### src/rtl/skew_inbuf_bank.sv
// skew_inbuf_bank: NCH-lane circular FIFO bank feeding skewed operand streams to the PE array edge.
// Optional macro SKEW_PAD_EN: when defined, lane i starts with i zero pads; otherwise lanes stay aligned.
module skew_inbuf_bank #(
  parameter int WORDLEN = 8,
  parameter int DEPTH   = 16,
  parameter int NCH     = 4
) (
  input  logic                             clk,
  input  logic                             rstn,
  input  logic                             flush,
  input  logic                             write,
  input  logic [NCH*WORDLEN-1:0]           din,
  input  logic                             read,
  output logic [NCH*WORDLEN-1:0]           dout,
  output logic [NCH-1:0]                   lane_valid,
  output logic                             full,
  output logic                             empty,
  output logic [NCH*$clog2(DEPTH+1)-1:0]   count,
  output logic                             ovf,
  output logic                             unf
);

  localparam int CW = $clog2(DEPTH + 1);
  localparam int PW = $clog2(DEPTH);
`ifdef SKEW_PAD_EN
  localparam bit PAD_EN = 1'b1;
`else
  localparam bit PAD_EN = 1'b0;
`endif

  logic [WORDLEN-1:0] r_mem  [NCH][DEPTH];
  logic [PW-1:0]      r_head [NCH];
  logic [PW-1:0]      r_tail [NCH];
  logic [CW-1:0]      r_cnt  [NCH];
  logic [PW-1:0]      r_pad  [NCH];
  logic               r_ovf;
  logic               r_unf;

  logic               w_full;
  logic               w_empty;
  logic               w_wr_en;
  logic               w_rd_en;
  logic [NCH-1:0]     w_head_data;
  logic [NCH-1:0]     w_rd_data;

  // Pad count never exceeds NCH-1 <= DEPTH-1, so it fits in a pointer-width counter.
  function automatic logic [PW-1:0] pad_init(input int lane);
    return PAD_EN ? PW'(lane) : {PW{1'b0}};
  endfunction

  function automatic logic [PW-1:0] ptr_inc(input logic [PW-1:0] p);
    if (p == PW'(DEPTH - 1)) begin
      return {PW{1'b0}};
    end else begin
      return p + PW'(1);
    end
  endfunction

  // Bank-level full/empty from the pre-edge lane counts.
  always_comb begin
    w_full  = 1'b0;
    w_empty = 1'b1;
    for (int i = 0; i < NCH; i++) begin
      w_full  = w_full | (r_cnt[i] == CW'(DEPTH));
      w_empty = w_empty & (r_cnt[i] == {CW{1'b0}});
    end
  end

  assign w_wr_en   = write & ~w_full;
  assign w_rd_en   = read & ~w_empty;
  assign w_rd_data = {NCH{w_rd_en}} & w_head_data;

  // Per-lane head decode: a lane shows data only once its pads are used up.
  always_comb begin
    dout       = {(NCH*WORDLEN){1'b0}};
    lane_valid = {NCH{1'b0}};
    count      = {(NCH*CW){1'b0}};
    for (int i = 0; i < NCH; i++) begin
      w_head_data[i]               = (r_pad[i] == {PW{1'b0}}) && (r_cnt[i] != {CW{1'b0}});
      dout[i*WORDLEN +: WORDLEN]   = w_head_data[i] ? r_mem[i][r_head[i]] : {WORDLEN{1'b0}};
      lane_valid[i]                = (r_pad[i] != {PW{1'b0}}) || (r_cnt[i] != {CW{1'b0}});
      count[i*CW +: CW]            = r_cnt[i];
    end
  end

  assign full  = w_full;
  assign empty = w_empty;
  assign ovf   = r_ovf;
  assign unf   = r_unf;

  // Pointer, occupancy, pad and sticky-flag state; flush reloads the reset image.
  always_ff @(posedge clk or negedge rstn) begin
    if (!rstn) begin
      for (int i = 0; i < NCH; i++) begin
        r_head[i] <= {PW{1'b0}};
        r_tail[i] <= {PW{1'b0}};
        r_cnt[i]  <= {CW{1'b0}};
        r_pad[i]  <= pad_init(i);
      end
      r_ovf <= 1'b0;
      r_unf <= 1'b0;
    end else if (flush) begin
      for (int i = 0; i < NCH; i++) begin
        r_head[i] <= {PW{1'b0}};
        r_tail[i] <= {PW{1'b0}};
        r_cnt[i]  <= {CW{1'b0}};
        r_pad[i]  <= pad_init(i);
      end
      r_ovf <= 1'b0;
      r_unf <= 1'b0;
    end else begin
      for (int i = 0; i < NCH; i++) begin
        if (w_wr_en) r_tail[i] <= ptr_inc(r_tail[i]);
        else         r_tail[i] <= r_tail[i];
        if (w_rd_data[i]) r_head[i] <= ptr_inc(r_head[i]);
        else              r_head[i] <= r_head[i];
        if (w_rd_en && (r_pad[i] != {PW{1'b0}})) r_pad[i] <= r_pad[i] - PW'(1);
        else                                     r_pad[i] <= r_pad[i];
        r_cnt[i] <= r_cnt[i] + CW'(w_wr_en) - CW'(w_rd_data[i]);
      end
      r_ovf <= r_ovf | (write & w_full);
      r_unf <= r_unf | (read & w_empty);
    end
  end

  // Lane storage is deliberately left unreset; pointers alone define validity.
  always_ff @(posedge clk) begin
    if (w_wr_en && !flush) begin
      for (int i = 0; i < NCH; i++) begin
        r_mem[i][r_tail[i]] <= din[i*WORDLEN +: WORDLEN];
      end
    end
  end

endmodule
### config.mk
export PLATFORM = sky130hd
export DESIGN_NAME = skew_inbuf_bank
export DESIGN_NICKNAME = d
export VERILOG_FILES = /design/src/rtl/skew_inbuf_bank.sv
export SDC_FILE = /design/constraint.sdc
export NUM_CORES = 1
export LEC_CHECK = 0
export BUFFER_PORTS_ARGS = -buffer_cell sky130_fd_sc_hd__buf_2
export CORE_MARGIN = 3
export CORE_UTILIZATION = 62
export DETAILED_ROUTE_END_ITERATION = 12
export GPL_TIMING_DRIVEN = 0
export PLACE_DENSITY = 0.81
export SLEW_MARGIN = 10
export SYNTH_ARGS = -nofsm -noshare
export SYNTH_HDL_FRONTEND = slang
export SYNTH_SLANG_ARGS = --single-unit
### constraint.sdc
create_clock -name clk -period 4.29 [get_ports clk]
set_input_delay 0.6435 -clock clk [delete_from_list [all_inputs] [get_ports clk]]
set_output_delay 0.6435 -clock clk [all_outputs]
set_load 0.03 [all_outputs]
==> flow_results.xml, run 1 <==
<?xml version="1.0" encoding="UTF-8"?>
<metrics>
  <group name="outcome">
    <metric name="outcome" unit="">completed</metric>
  </group>
  <group name="global_routing">
    <metric name="grt_first_pass_wirelength" unit="mm">85.7</metric>
    <metric name="grt.total_usage" unit="%">27.5</metric>
    <metric name="grt_pass1_vias" unit="">14300</metric>
    <metric name="antenna_violations_before_repair" unit="">1</metric>
    <metric name="grt-ovfl-total" unit="">0</metric>
    <metric name="grt_max_degree" unit="">48</metric>
  </group>
  <group name="placement">
    <metric name="dpl-instance-area" unit="µm²">25600</metric>
    <metric name="dpl.hpwl" unit="mm">34.7</metric>
    <metric name="routabilityCongestion" unit="">0.809</metric>
    <metric name="port_buffers" unit="">96</metric>
  </group>
  <group name="timing">
    <metric name="maxSlewHeadroom" unit="%">28.9</metric>
    <metric name="clock.fmax" unit="GHz">0.243</metric>
    <metric name="min_period" unit="ns">4.11</metric>
    <metric name="min_period_over_period" unit="%">95.8</metric>
    <metric name="final_count_of_pins_violating_max_slew" unit="">0</metric>
    <metric name="hold_viol_final" unit="">0</metric>
    <metric name="hold_ws" unit="ns">0.401</metric>
    <metric name="report.final.setup_viol" unit="">0</metric>
    <metric name="timing_worst_slew_pin_value" unit="ns">1.05</metric>
    <metric name="grt_setup_unrepaired" unit="">no</metric>
    <metric name="final.setup.tns" unit="ns">0</metric>
    <metric name="final.setup_skew" unit="ns">0.0209</metric>
  </group>
  <group name="routing">
    <metric name="vias_per_cell" unit="">6.60</metric>
    <metric name="starting_drc_count_in_detailed_routing" unit="">1768</metric>
    <metric name="wl_per_cell" unit="µm">26.5</metric>
    <metric name="remaining_drc_errors" unit="">0</metric>
    <metric name="via_count" unit="">13900</metric>
    <metric name="antenna_left" unit="">0</metric>
    <metric name="drt_pass1_iterations" unit="">6</metric>
    <metric name="postRouteWirelength" unit="mm">55.8</metric>
  </group>
  <group name="cells_and_area">
    <metric name="n_antenna_cell" unit="">0</metric>
    <metric name="final_cell_area" unit="µm²">27500</metric>
    <metric name="layout.nets" unit="">1635</metric>
    <metric name="area_delta_synth_final" unit="%">13.4</metric>
    <metric name="drive_above_1_share" unit="%">23.3</metric>
  </group>
  <group name="logic_synthesis">
    <metric name="yosysWarningCount" unit="">0</metric>
    <metric name="synth_edf_count" unit="">512</metric>
    <metric name="asyncSetResetFlopFracSynth" unit="%">12.0</metric>
    <metric name="avgSynthCellArea" unit="µm²">17.6</metric>
    <metric name="synth_cell_types" unit="">57</metric>
    <metric name="synth_nets" unit="">1471</metric>
    <metric name="synth.top_cells.by_count" unit="">sky130_fd_sc_hd__edfxtp_1, sky130_fd_sc_hd__mux4_2, sky130_fd_sc_hd__dfrtp_1</metric>
    <metric name="share_of_the_synthesized_area_in_the_top_cell_type" unit="%">63.3</metric>
    <metric name="post_synthesis_sequential_element_count" unit="">582</metric>
    <metric name="synth_top_flop_cell" unit="">sky130_fd_sc_hd__edfxtp_1</metric>
    <metric name="yosysSeqAreaShare" unit="%">70.5</metric>
    <metric name="post_synth_inst_count" unit="">1382</metric>
    <metric name="synthTopCellsByArea" unit="">sky130_fd_sc_hd__edfxtp_1, sky130_fd_sc_hd__mux4_2, sky130_fd_sc_hd__dfrtp_1</metric>
    <metric name="cell_with_the_most_instances_after_synthesis" unit="">sky130_fd_sc_hd__edfxtp_1</metric>
    <metric name="yosys.area.top_type" unit="">sky130_fd_sc_hd__edfxtp_1</metric>
    <metric name="netlist_area" unit="µm²">24300</metric>
  </group>
  <group name="clocking">
    <metric name="clock_tree.htree_level_count" unit="">2</metric>
    <metric name="clock_insertion_delay_at_the_later_pin_of_the_skew_report" unit="ns">0.61</metric>
    <metric name="numCtsBuffers" unit="">55</metric>
    <metric name="clock_tree_from_tritoncts" unit="">built</metric>
    <metric name="clk_pin_slew_worst_paths" unit="ns">0.07</metric>
    <metric name="clk_root_buffer_cell" unit="">sky130_fd_sc_hd__clkbuf_16</metric>
    <metric name="clk_path_buf_depth" unit="">3</metric>
    <metric name="cts.sinks" unit="">582</metric>
  </group>
  <group name="critical_path">
    <metric name="crit_type" unit="">reg2reg</metric>
    <metric name="path_max_fanout" unit="">5</metric>
    <metric name="nature_of_the_critical_path_startpoint" unit="">flip-flop</metric>
    <metric name="worst-endpoint-arrival" unit="ns">4.63</metric>
    <metric name="crit_required" unit="ns">4.81</metric>
    <metric name="critPathCaptureType" unit="">flip-flop</metric>
  </group>
  <group name="die">
    <metric name="floorplan.rows" unit="">71</metric>
    <metric name="floorplan.core_area" unit="µm²">38100</metric>
    <metric name="top_level_ports" unit="">97</metric>
    <metric name="initial_utilization" unit="%">63.7</metric>
    <metric name="die-width" unit="µm">204</metric>
    <metric name="die_h" unit="µm">204</metric>
    <metric name="die-area" unit="µm²">41600</metric>
  </group>
  <group name="power">
    <metric name="power.ir.vdd_worst" unit="µV">477</metric>
    <metric name="cellLeakagePower" unit="nW">9.54</metric>
    <metric name="p_per_area" unit="nW/µm²">606</metric>
  </group>
  <group name="flow_run">
    <metric name="cap_violations" unit="">0</metric>
  </group>
  <group name="hold_path">
    <metric name="hold_path.class" unit="">in2reg</metric>
  </group>
</metrics>
-- placed cells by master (no fill, tap or decap), types with 9 or more instances in the layout --
cell type	instances
sky130_fd_sc_hd__clkbuf_1	64
sky130_fd_sc_hd__clkbuf_16	56
sky130_fd_sc_hd__nand4_1	21
sky130_fd_sc_hd__edfxtp_1	512
sky130_fd_sc_hd__nand2_1	46
sky130_fd_sc_hd__ha_1	48
sky130_fd_sc_hd__and3_1	49
sky130_fd_sc_hd__or4_1	9
sky130_fd_sc_hd__buf_2	116
sky130_fd_sc_hd__bufinv_16	12
sky130_fd_sc_hd__nor4b_2	10
sky130_fd_sc_hd__nor2b_1	12
sky130_fd_sc_hd__a22oi_1	32
sky130_fd_sc_hd__nand3_1	55
sky130_fd_sc_hd__dfrtp_1	70
sky130_fd_sc_hd__clkinv_1	9
sky130_fd_sc_hd__nor2_1	34
sky130_fd_sc_hd__a21oi_1	52
sky130_fd_sc_hd__inv_1	54
sky130_fd_sc_hd__nand2b_1	19
sky130_fd_sc_hd__mux4_2	128
sky130_fd_sc_hd__o21ai_0	33
sky130_fd_sc_hd__or3_1	9
-- power by group --
group | internal (mW) | switching, mW | leakage [nW]
logic | 1.79 | 3.05 | 3.04
registers | 6.43 | 0.191 | 5.56
clock network | 3.14 | 2.10 | 0.942
-- worst paths after layout --
check,depth (start not counted),to,slack (ns),start
max in group asynchronous,3,r_tail[3],3.24,rstn
min in group asynchronous,2,count[3],0.49,rstn
worst min-delay path,1,r_mem[1][54],0.40,din[14]
worst min register to register,2,unf,0.55,unf
worst max register to register,13,count[14],0.18,count[17]
worst max-delay path,13,count[14],0.18,count[17]
-- registers in the layout, indices dropped and copies added, names as in the netlist --
signal and count:
r_mem 512, count 20, r_head 16, r_pad 16
r_tail 16, ovf 1, unf 1
-- kinds of logic (layout without fill, tap and decap cells) --
group	Yosys count	after routing	synth area share, %
simple gates	323	323	7.93
fa+ha+maj	52	52	2.80
xor+xnor	15	15	0.541
compound gates	144	144	3.87
flops	582	582	70.5
buf+inv	134	345	2.27
mux	132	132	12.0
-- metrics by stage --
| stage | total power, mW | cells | setup WS [ns] | util [%] |
|---|---|---|---|---|
| floorplan | 10.1 | 1382 | 0.939 | - |
| global placement | 11.3 | 1989 | 0.202 | 66.6 |
| detailed placement | 11.5 | 1998 | 0.226 | 67.0 |
| finish | 16.7 | 2104 | 0.181 | 72.3 |
| CTS | 16.7 | 2103 | 0.136 | 72.2 |
| global route | 17.4 | 2104 | 0.0216 | 72.3 |
-- routing by layer --
layer  track usage, %  share of wire (%)  vias to the layer above
met5                0              0.032                        -
met4             9.05                2.6                        2
met3             4.81                8.4                      109
met2             44.6                 50                      794
met1             39.1                 39                     7121
li1                 -                  -                     5855
-- area by class of cell --
cell class | count | area (µm²)
multi-input cells | 666 | 6680
well taps | 511 | 639
clock buffers | 68 | 1460
plain buffers | 80 | 348
fillers | 2254 | 10600
flip-flops and latches | 582 | 17100
inverters | 54 | 203
clock inverters | 36 | 502
repair buffers | 107 | 583
-- worst max-delay path, cell delays in order (launching register included) --
cell                       delay [ns]
sky130_fd_sc_hd__dfrtp_1         0.37
sky130_fd_sc_hd__inv_1           0.07
sky130_fd_sc_hd__ha_1            0.21
sky130_fd_sc_hd__nor3b_1         0.17
sky130_fd_sc_hd__a221oi_1        0.87
sky130_fd_sc_hd__nand2_1         0.48
sky130_fd_sc_hd__ha_1            0.44
sky130_fd_sc_hd__inv_1           0.04
sky130_fd_sc_hd__ha_1            0.20
sky130_fd_sc_hd__fa_1            0.42
sky130_fd_sc_hd__a21oi_1         0.16
sky130_fd_sc_hd__nor2_1          0.06
sky130_fd_sc_hd__or3_1           0.36
sky130_fd_sc_hd__a21oi_1         0.17
-- timing repair --
action | in CTS | in global routing
hold buffers | 1 | 0
resized for setup | 0 | 0
setup endpoints to repair | 0 | 1
endpoints found under the hold margin | 23 | 0
setup buffers | 0 | 1
(Power assumes the default switching activity.)
==> run 2, diff against run 1 <==
CELL_PAD_IN_SITES_DETAIL_PLACEMENT = 1   (was not set)
CELL_PAD_IN_SITES_GLOBAL_PLACEMENT = 2   (was not set)
CORE_UTILIZATION = 47   (was 62)
CTS_CLUSTER_DIAMETER = 50   (was not set)
PLACE_DENSITY = 0.8   (was 0.81)
==> run 2 against run 1 <==
Net effect: wire length rose by 5.3%; die area rose by 31%; flip-flop and latch count did not move; combinational power barely moved; cell count rose by 8.5%; clock power rose by 4.0%; largest power group unchanged.
==> flow_results.xml, run 2 (synthesis gave the netlist of run 1 again) <==
<?xml version="1.0" encoding="UTF-8"?>
<metrics>
  <group name="critical_path">
    <metric name="crit_type" unit="">reg2out</metric>
    <metric name="nature_of_the_critical_path_startpoint" unit="">flip-flop</metric>
    <metric name="cell_by_cell_listing_of_the_critical_path" unit="">inv_1 -&gt; ha_1 -&gt; or3b_1 -&gt; clkbuf_1 -&gt; nor4b_2 -&gt; a22oi_1 -&gt; nand3_1 -&gt; buf_2</metric>
    <metric name="timing.critical_path.depth" unit="">8</metric>
    <metric name="crit_required" unit="ns">3.65</metric>
    <metric name="worst-endpoint-arrival" unit="ns">3.44</metric>
    <metric name="cp_num_buf_inv" unit="">3</metric>
    <metric name="crit_path_top_delay_cell" unit="">sky130_fd_sc_hd__nor4b_2</metric>
    <metric name="path_max_fanout" unit="">8</metric>
    <metric name="max_stage_delay" unit="ns">0.86</metric>
    <metric name="worst_r2r_path_depth" unit="">13</metric>
    <metric name="top_cell_family_by_delay_on_the_critical_path" unit="">simple AND/OR/NAND/NOR gates</metric>
    <metric name="critPathCaptureType" unit="">primary output</metric>
  </group>
  <group name="cells_and_area">
    <metric name="fin_util" unit="%">55.2</metric>
    <metric name="layout.nets" unit="">1646</metric>
    <metric name="layout_commonest_cell" unit="">sky130_fd_sc_hd__edfxtp_1</metric>
    <metric name="largest_reg_flops" unit="">512</metric>
    <metric name="area_delta_synth_final" unit="%">14.9</metric>
    <metric name="layout.cells.most_common_list" unit="">sky130_fd_sc_hd__edfxtp_1, sky130_fd_sc_hd__mux4_2, sky130_fd_sc_hd__buf_2</metric>
    <metric name="drive_above_1_share" unit="%">24.2</metric>
    <metric name="final-instance-count-excl-fill" unit="">2282</metric>
    <metric name="final_cell_area" unit="µm²">27900</metric>
  </group>
  <group name="timing">
    <metric name="maxSlewHeadroom" unit="%">27.8</metric>
    <metric name="min_period" unit="ns">4.08</metric>
    <metric name="clock.fmax" unit="GHz">0.245</metric>
    <metric name="min_period_over_period" unit="%">95.2</metric>
    <metric name="final.setup_skew" unit="ns">0.0188</metric>
    <metric name="timing_worst_slew_pin_value" unit="ns">1.08</metric>
    <metric name="final.setup.tns" unit="ns">0</metric>
    <metric name="hold_viol_final" unit="">0</metric>
    <metric name="final_count_of_pins_violating_max_slew" unit="">0</metric>
    <metric name="setup_slack" unit="ns">0.206</metric>
    <metric name="report.final.setup_viol" unit="">0</metric>
    <metric name="hold_ws" unit="ns">0.429</metric>
    <metric name="grt_setup_unrepaired" unit="">no</metric>
  </group>
  <group name="power">
    <metric name="cellLeakagePower" unit="nW">9.63</metric>
    <metric name="total_power" unit="mW">16.9</metric>
    <metric name="power.ir.vdd_worst" unit="µV">365</metric>
    <metric name="p_per_area" unit="nW/µm²">606</metric>
  </group>
  <group name="placement">
    <metric name="port_buffers" unit="">96</metric>
    <metric name="pre_cts_ws" unit="ns">-0.0858</metric>
    <metric name="dpl-instance-area" unit="µm²">25800</metric>
    <metric name="dpl.hpwl" unit="mm">39.4</metric>
    <metric name="routabilityCongestion" unit="">0.786</metric>
    <metric name="post-place-cells" unit="">2159</metric>
  </group>
  <group name="clocking">
    <metric name="clk_path_buf_depth" unit="">3</metric>
    <metric name="clock_insertion_delay_at_the_later_pin_of_the_skew_report" unit="ns">0.60</metric>
    <metric name="clk_root_buffer_cell" unit="">sky130_fd_sc_hd__clkbuf_16</metric>
    <metric name="clk_pin_slew_worst_paths" unit="ns">0.06</metric>
    <metric name="numCtsBuffers" unit="">67</metric>
    <metric name="postCtsSetupBuffers" unit="">0</metric>
    <metric name="clock_tree.htree_level_count" unit="">3</metric>
    <metric name="cts.sinks" unit="">582</metric>
    <metric name="clock_tree_from_tritoncts" unit="">built</metric>
  </group>
  <group name="global_routing">
    <metric name="grt_max_degree" unit="">40</metric>
    <metric name="grt.total_usage" unit="%">22.1</metric>
    <metric name="antenna_violations_before_repair" unit="">3</metric>
    <metric name="grt_first_pass_wirelength" unit="mm">89.4</metric>
    <metric name="grt_pass1_vias" unit="">14500</metric>
    <metric name="grt-ovfl-total" unit="">0</metric>
  </group>
  <group name="die">
    <metric name="floorplan.core_area" unit="µm²">50600</metric>
    <metric name="die-width" unit="µm">233</metric>
    <metric name="die-area" unit="µm²">54400</metric>
    <metric name="die_h" unit="µm">233</metric>
    <metric name="top_level_ports" unit="">97</metric>
    <metric name="initial_utilization" unit="%">48.0</metric>
    <metric name="floorplan.rows" unit="">82</metric>
  </group>
  <group name="outcome">
    <metric name="outcome" unit="">completed</metric>
  </group>
  <group name="routing">
    <metric name="vias_per_cell" unit="">5.92</metric>
    <metric name="routedLengthMet1" unit="mm">25.7</metric>
    <metric name="antenna_left" unit="">0</metric>
    <metric name="drt_pass1_iterations" unit="">5</metric>
    <metric name="remaining_drc_errors" unit="">0</metric>
    <metric name="top_layer_used" unit="">met5</metric>
    <metric name="postRouteWirelength" unit="mm">58.7</metric>
    <metric name="starting_drc_count_in_detailed_routing" unit="">1094</metric>
    <metric name="via_count" unit="">13500</metric>
    <metric name="met2_wirelength" unit="mm">28.8</metric>
    <metric name="dr_wl_met3" unit="mm">2.93</metric>
    <metric name="wl_per_cell" unit="µm">25.7</metric>
  </group>
  <group name="flow_run">
    <metric name="cap_violations" unit="">0</metric>
  </group>
  <group name="hold_path">
    <metric name="worstHoldPathCells" unit="">1</metric>
    <metric name="hold_path.class" unit="">in2reg</metric>
  </group>
</metrics>
## run 2: worst reg2reg max path, stage by stage (launching register included)
cell and delay (ns):
sky130_fd_sc_hd__dfrtp_1 0.38, sky130_fd_sc_hd__inv_1 0.08, sky130_fd_sc_hd__ha_1 0.22, sky130_fd_sc_hd__nor3b_1 0.17, sky130_fd_sc_hd__a221oi_2 0.66, sky130_fd_sc_hd__nand2_1 0.45
sky130_fd_sc_hd__ha_1 0.43, sky130_fd_sc_hd__inv_1 0.04, sky130_fd_sc_hd__ha_1 0.20, sky130_fd_sc_hd__fa_1 0.41, sky130_fd_sc_hd__a21oi_1 0.18, sky130_fd_sc_hd__nor2_1 0.07
sky130_fd_sc_hd__or3_1 0.34, sky130_fd_sc_hd__a21oi_1 0.14
## run 2: final timing paths
kind / endpoint / from / slack [ns]
worst min-delay path: r_mem[2][20] / din[20] / 0.43
worst max-delay path: dout[23] / r_pad[4] / 0.21
min in group asynchronous: count[2] / rstn / 0.54
worst max register to register: count[19] / count[17] / 0.44
worst min register to register: unf / unf / 0.56
max in group asynchronous: r_head[9] / rstn / 3.15
## run 2: what timing repair did
item | CTS | global route
resized for setup | 1 | 2
setup endpoints to repair | 4 | 4
hold buffers | 1 | 0
hold endpoints to repair | 4 | 0
## run 2: area by class of cell
cell class / instances / area [µm²]
multi-input combinational: 666 / 6690
sequential: 582 / 17100
tap: 672 / 841
clock buffer: 82 / 1790
fill: 4651 / 22700
buffer: 80 / 349
clock inverter: 39 / 307
inverter: 54 / 203
timing repair buffer: 106 / 581
antenna: 1 / 2.50
## run 2: where the power goes
part | switching (mW) | internal [mW] | leakage [nW] | total (mW)
sequential | 0.196 | 6.43 | 5.56 | 6.63
combinational | 3.05 | 1.79 | 3.04 | 4.84
clock | 2.28 | 3.17 | 1.03 | 5.45
total | 5.52 | 11.4 | 9.63 | 16.9
## run 2: metal layers
metal  vias up  GRT usage (%)
met2       357           35.9
met4         4           6.97
met5         -              0
met1      7186           30.7
li1       5883              -
met3        88           3.85
